==> config.mk <==
export PLATFORM = sky130hd
export DESIGN_NAME = param_seq_multiplier
export DESIGN_NICKNAME = d
export VERILOG_FILES = /design/src/rtl/mult_pkg.sv /design/src/rtl/nbit_add_sub.sv /design/src/rtl/param_seq_multiplier.sv
export SDC_FILE = /design/constraint.sdc
export NUM_CORES = 1
export LEC_CHECK = 0
export CELL_PAD_IN_SITES_DETAIL_PLACEMENT = 1
export CELL_PAD_IN_SITES_GLOBAL_PLACEMENT = 2
export CORE_ASPECT_RATIO = 1.25
export CORE_MARGIN = 4
export CORE_UTILIZATION = 31
export CTS_CLUSTER_SIZE = 14
export DETAILED_ROUTE_END_ITERATION = 7
export PLACE_DENSITY_LB_ADDON = 0.1
export SLEW_MARGIN = 20
export SYNTH_ARGS = -nofsm -noshare
export SYNTH_HDL_FRONTEND = slang
export SYNTH_SLANG_ARGS = --single-unit
==> constraint.sdc <==
create_clock -name Clk -period 5.9 [get_ports Clk]
set_input_delay 1.18 -clock Clk [delete_from_list [all_inputs] [get_ports Clk]]
set_output_delay 1.18 -clock Clk [all_outputs]
set_load 0.01 [all_outputs]
==> src/rtl/mult_pkg.sv <==
// rtl/mult_pkg.sv - shared types and limits for the sequential multiplier
package mult_pkg;

    typedef enum logic [1:0] {
        ST_IDLE = 2'd0,
        ST_CALC = 2'd1,
        ST_DONE = 2'd2
    } mult_state_t;

    localparam int MAX_WIDTH = 32;

endpackage

==> src/rtl/nbit_add_sub.sv <==
// rtl/nbit_add_sub.sv - N-bit adder/subtractor, Sub selects A + ~B + 1
module nbit_add_sub #(
    parameter int N = 9
) (
    input  logic [N-1:0] A,
    input  logic [N-1:0] B,
    input  logic         Sub,
    output logic [N-1:0] Sum,
    output logic         Cout
);

    logic [N:0] full;

    // Inverting B and injecting Sub as carry-in turns the adder into a subtractor.
    assign full = {1'b0, A} + {1'b0, (B ^ {N{Sub}})} + {{N{1'b0}}, Sub};
    assign Sum  = full[N-1:0];
    assign Cout = full[N];

endmodule

==> src/rtl/param_seq_multiplier.sv <==
// rtl/param_seq_multiplier.sv - shift/add multiplier, one partial product per cycle
module param_seq_multiplier
    import mult_pkg::*;
#(
    parameter int WIDTH = 8
) (
    input  logic               Clk,
    input  logic               Reset,
    input  logic               Start,
    input  logic               Signed_Mode,
    input  logic [WIDTH-1:0]   Multiplicand,
    input  logic [WIDTH-1:0]   Multiplier,
    output logic [2*WIDTH-1:0] Product,
    output logic               X,
    output logic               Busy,
    output logic               Done
);

    // One extra bit so count can reach WIDTH, the terminal value that ends CALC.
    localparam int CW = $clog2(WIDTH) + 1;

    mult_state_t      state_q, state_d;
    logic [WIDTH-1:0] a_q, a_d;
    logic [WIDTH-1:0] b_q, b_d;
    logic [WIDTH-1:0] m_q, m_d;
    logic             x_q, x_d;
    logic             mode_q, mode_d;
    logic [CW-1:0]    count_q, count_d;

    logic [WIDTH:0]   ext_m;
    logic [WIDTH:0]   add_b;
    logic             sub;
    logic [WIDTH:0]   sum;
    logic             cout;
    logic             x_new;

    // The multiplicand is sign-extended only in signed mode; in signed mode the
    // last multiplier bit carries negative weight, so that step subtracts.
    assign ext_m = {mode_q & m_q[WIDTH-1], m_q};
    assign add_b = b_q[0] ? ext_m : '0;
    assign sub   = mode_q & b_q[0] & (count_q == CW'(WIDTH - 1));
    assign x_new = mode_q ? sum[WIDTH] : cout;

    nbit_add_sub #(
        .N (WIDTH + 1)
    ) u_add_sub (
        .A    ({x_q, a_q}),
        .B    (add_b),
        .Sub  (sub),
        .Sum  (sum),
        .Cout (cout)
    );

    // Next-state and datapath update; registers hold unless a transition or step occurs.
    always_comb begin
        state_d = state_q;
        a_d     = a_q;
        b_d     = b_q;
        m_d     = m_q;
        x_d     = x_q;
        mode_d  = mode_q;
        count_d = count_q;
        Busy    = 1'b0;
        Done    = 1'b0;
        case (state_q)
            ST_IDLE: begin
                if (Start) begin
                    state_d = ST_CALC;
                    a_d     = '0;
                    x_d     = 1'b0;
                    b_d     = Multiplier;
                    m_d     = Multiplicand;
                    mode_d  = Signed_Mode;
                    count_d = '0;
                end
            end
            ST_CALC: begin
                Busy = 1'b1;
                if (count_q == CW'(WIDTH)) begin
                    state_d = ST_DONE;
                end else begin
                    {x_d, a_d, b_d} = {x_new, sum, b_q[WIDTH-1:1]};
                    count_d         = count_q + CW'(1);
                end
            end
            ST_DONE: begin
                Done = 1'b1;
                if (!Start) begin
                    state_d = ST_IDLE;
                end
            end
            default: begin
                state_d = ST_IDLE;
            end
        endcase
    end

    // State and datapath registers; reset wins over every other update.
    always_ff @(posedge Clk) begin
        if (Reset) begin
            state_q <= ST_IDLE;
            a_q     <= '0;
            b_q     <= '0;
            m_q     <= '0;
            x_q     <= 1'b0;
            mode_q  <= 1'b0;
            count_q <= '0;
        end else begin
            state_q <= state_d;
            a_q     <= a_d;
            b_q     <= b_d;
            m_q     <= m_d;
            x_q     <= x_d;
            mode_q  <= mode_d;
            count_q <= count_d;
        end
    end

    assign Product = {a_q, b_q};
    assign X       = x_q;

endmodule

-- Word level (Yosys, flattened, before mapping)
Cells that the tools add are included.
- register bits: 32
- output and inout port bits: 19
- logic and storage cells: 47
- $add $sub $neg: 3
- equal/unequal tests: 8
- mux-type cells: 20
- bitwise logic cells: 4
- reductions and logical operators: 5
- operators by type and width (kind ; count):
    8-bit 2-to-1 mux ; 4
    8-bit one-hot mux with 2 select lines ; 2
    10-bit by 1-bit adder with 10-bit output ; 1
    9-bit by 9-bit adder with 10-bit output ; 1
    9-bit 2-to-1 mux ; 1
    9-bit XOR ; 1
    4-bit 2-to-1 mux ; 2
    2-bit inequality test, second input constant ; 4
    4-bit one-hot mux with 2 select lines ; 1
    2-bit 2-to-1 mux ; 3
    2-bit one-hot mux with 3 select lines ; 1
    3-bit AND reduction ; 2
    1-bit 2-to-1 mux ; 5
    4-bit by 1-bit adder with 4-bit output, second input constant ; 1
    4-bit by 3-bit == test with 1-bit output, second input constant ; 1
    4-bit == test, second input constant ; 1
    1-bit AND ; 3
    2-bit by 1-bit == test with 1-bit output, second input constant ; 1
    2-bit == test, second input constant ; 1
    2-bit logical NOT ; 1
    1-bit one-hot mux with 2 select lines ; 1
    2-bit AND reduction ; 1
    2-bit nonzero test ; 1

-- Logic depth before layout (Yosys ltp)
- depth in word-level cells: 8
- mapped depth: 12
- mapped depth without buffers: 11

-- Modules after synthesis
From an unflattened synthesis, not the netlist that was laid out.
- cells, all modules: 230
- area total of the unflattened synthesis: 1983.2 um2
- modules (own cells, without submodules) (module ; instances ; cells an instance ; area an instance (um2) ; seq. area each (um2)):
    param_seq_multiplier ; 1 ; 169 ; 1491.4 ; 640.6
    nbit_add_sub ; 1 ; 61 ; 491.7 ; 0.0

-- Worst setup path after synthesis
No wires, ideal clock.
- path kind: reg2reg
- start: register count_q[0]
- end: register x_q, in the netlist X
- setup time: 0.131 ns
- data arrival time: 2.509 ns
- required time: 5.769 ns
- path slack: 3.260 ns
- stages on the path, launching flop included: 11
- clock period less this slack: 2.640 ns
- cell sequence: dfxtp_1 ha_1 nand4_1 clkbuf_1 o21ai_0 fa_1 a211oi_2 nor3_2 mux2i_1 a2111oi_4 a31oi_1
- longest elaborated chain between the ends: 8
- elaborated cells between the ends (all ways): 11
- classes of those cells: add/sub (2); eq/ne (3); mux (3); bitwise (2); reduce/logical (1)
- RTL lines (item ; RTL line ; text):
    start, declared ; param_seq_multiplier.sv:28 ; logic [CW-1:0] count_q, count_d;
    start signal, assigned ; param_seq_multiplier.sv:115 ; count_q <= count_d;
    4-bit by 3-bit == test with 1-bit output ; param_seq_multiplier.sv:41 ; assign sub = mode_q & b_q[0] & (count_q == CW'(WIDTH - 1));
    1-bit AND ; param_seq_multiplier.sv:41 ;
    9-bit XOR ; nbit_add_sub.sv:15 ; assign full = {1'b0, A} + {1'b0, (B ^ {N{Sub}})} + {{N{1'b0}}, Sub};
    9-bit by 9-bit adder with 10-bit output ; nbit_add_sub.sv:15 ;
    10-bit by 1-bit adder with 10-bit output ; nbit_add_sub.sv:15 ;
    1-bit 2-to-1 mux ; param_seq_multiplier.sv:42 ; assign x_new = mode_q ? sum[WIDTH] : cout;
    1-bit 2-to-1 mux ; param_seq_multiplier.sv:79 ; if (count_q == CW'(WIDTH)) begin
    1-bit one-hot mux with 2 select lines ; param_seq_multiplier.sv:65 ; case (state_q)
    end signal, assigned ; param_seq_multiplier.sv:105 ; x_q <= 1'b0;
    end signal, assigned ; param_seq_multiplier.sv:113 ; x_q <= x_d;
    end, declared ; param_seq_multiplier.sv:26 ; logic x_q, x_d;
Several ways; a longest one is shown, not always the timed one. The select of a mux whose other input is x is not followed.
A chain may end at the register's enable or synchronous reset.

-- Worst setup path in the final report
- start: register state_q[1]
- end: output port Busy
- longest elaborated chain between the ends: 2
- RTL lines (item ; RTL line ; text):
    start, declared ; param_seq_multiplier.sv:22 ; mult_state_t state_q, state_d;
    start signal, assigned ; param_seq_multiplier.sv:109 ; state_q <= state_d;
    2-bit by 1-bit == test with 1-bit output ; param_seq_multiplier.sv:65 ;
    1-bit 2-to-1 mux ; param_seq_multiplier.sv:65 ;
    end, declared ; param_seq_multiplier.sv:15 ; output logic Busy,
No other way between the ends.

==> qor.yml <==
status: "completed"
syn_nets: 266
numPortBuffers: 38
start_util: 0.319
antenna_found_initial: 0
start_kind: "register"
wl_met1_um: 2200
p_sw_frac: 0.286
gr-total-overflow: 0
place_congestion: 0.768
path_clk_slew_ns: 0.07
clock-sinks: 32
syn_area_per_cell_sq_um: 7.91
synth_most_common_cell: "nand2_1"
p_clk_frac: 0.357
finClkSkew_ns: 0.00639
die_w_um: 77.2
setup_ws_ns: 2.74
place_ws_ns: 2.80
fmax_mhz: 317
critPathMaxFanout: 16
rsz0062_at_grt: "no"
crit_type: "reg2out"
ys_ff_latch: 32
post-route-period-util: 0.535
chipHeight_um: 94.6
synth_mux_area_frac: 0.0108
drive_gt1_frac: 0.0699
syn_inst: 235
clockRootBuffer: "clkbuf_8"
ys_top_cells_by_count: "50 x nand2_1, 32 x dfxtp_1, 24 x a21oi_1, 18 x nor2_1"
setup_viol: 0
drcViolationCount: 0
firstDrtPassIters: 4
slew_headroom: 0.642
ctsLongestPathBuffers: 2
io_pins: 39
nNetsFinal: 302
wl_um: 5220
cp.arrival_ns: 1.98
grt_pass1_vias: 1811
p_comb_frac: 0.168
grt_pass1_wl_um: 8690
dp_hpwl_um: 4000
cap_viol_max_count: 0
drv_slew: 0
ys_seq_area_frac: 0.345
netlist.area_leader.share: 0.345
cp.required_ns: 4.72
hold_buffers: 0
ir_drop_mv: 0.104
core_sq_mm: 0.00582
power.switching_mw: 0.145
synth_top_family_by_area: "simple AND/OR/NAND/NOR gates"
grt_max_degree: 31
yosys.area.top_type: "dfxtp_1"
vias_per_cell: 5.30
drt_iter0_markers: 43
final.min_clock_period_ns: 3.16
critPathCaptureType: "output port"
antenna_left: 0
vias: 1793
synth_fa_ha_area_frac: 0.0781
cts_setup_buffers: 0
syn_to_final_growth_pct: 27.9
synthSimpleGateAreaFrac: 0.269
wl_met2_um: 2770
grt_usage: 0.150
dieArea_sq_mm: 0.00730
powerDensity_mw_per_mm2: 213
fp-row-count: 31
yosys_warnings: 0
hp-class: "reg2reg"
diodes: 0
finalHoldViolCount: 0
ys_async_sr_fraction: 0
synth_compound_area_frac: 0.223
post_drt_wl_per_cell_um: 15.5
synth.area.top_cells: "dfxtp_1 34%, nand2_1 10%, ha_1 6.7%"
synthDistinctLibCells: 44
top_layer: "met4"
cts_resized: 0
met3_length_um: 190
pwr-share-seq: 0.475
syn-cell-area_sq_mm: 0.00186
setup_tns_ns: 0
tritoncts: "yes"
intPower_mw: 0.361
rrSetupSlack_ns: 2.82
synth_xor_area_frac: 0.0377
p_leak_nw: 0.914
cts_max_level: 2
insertion_delay_ns: 0.28
utilization: 0.408
worst_pin_slew_ns: 0.536
synthFlopType: "dfxtp_1"
synth_edf_count: 0
cts_buffers: 5
logic make-up (layout without fill, tap and decap cells):
family | Yosys count | in the layout
DFF | 32 | 32
AOI/OAI and AO/OA | 62 | 62
adders and majority gates | 11 | 11
buffers and inverters | 15 | 52
and+or+nand+nor | 105 | 105
xor gates and xnor gates | 8 | 8
muxes | 2 | 2
worst paths after layout:
kind / from / endpoint / depth (start not counted)
max: state_q[1] / Busy / 3
min: m_q[2] / m_q[2] / 2
max reg2reg: b_q[0] / X / 9
min reg2reg: m_q[2] / m_q[2] / 2
metal layers:
metal  up-vias  GRT usage
met5         -          0
met4         0     0.0490
met3         7     0.0353
met2        30      0.285
met1       846      0.163
li1        910          -
critical path, stage by stage (launching register included):
cell             delay, ns
dfxtp_1               0.34
nand2b_1              0.37
inv_2                 0.37
clkdlybuf4s50_1       0.61
area by class of cell:
class                      instances  area [sq um]
clock buffer                       6          82.6
clock inverter                     2          10.0
fill                             724          3440
inverter                           4          15.0
multi-input combinational        188          1150
sequential                        32           641
tap                               66          82.6
timing repair buffer              40           395
layout by cell type (no fill, tap or decap), types with 3 or more instances in the layout:
cell,n
ha_1,10
xor2_1,6
a311oi_1,7
dfxtp_1,32
clkdlybuf4s50_1,38
a21oi_1,24
nand4_1,3
nand2_1,50
a21o_1,3
nand4b_1,4
inv_1,3
nor2_1,18
nand3_1,13
nor3_1,5
o21ai_0,13
clkbuf_8,6
flip-flops by register name, indices dropped and copies added (netlist names):
signal,flops
X,1
a_q,8
b_q,8
count_q,4
m_q,8
mode_q,1
state_q,2
power by group through the flow:
| stage | combinational (mW) | sequential (mW) | clock, mW |
|---|---|---|---|
| finish | 0.0852 | 0.240 | 0.181 |
| global route | 0.0961 | 0.243 | 0.195 |
| CTS | 0.0880 | 0.240 | 0.187 |
| detailed placement | 0.0875 | 0.245 | 0 |
| global placement | 0.0874 | 0.245 | 0 |
| floorplan | 0.0472 | 0.244 | 0 |
per-stage QoR:
stage | hold slack, ns | power, mW | instances | cell area, sq um
2_1_floorplan | 0.446 | 0.291 | 235 | 1860
3_3_place_gp | 0.463 | 0.333 | 330 | 2280
3_5_place_dp | 0.468 | 0.333 | 330 | 2280
4_1_cts | 0.483 | 0.515 | 338 | 2380
5_1_grt | 0.506 | 0.533 | 338 | 2380
6_report | 0.478 | 0.506 | 338 | 2380
Power figures use the tool's default switching activity.
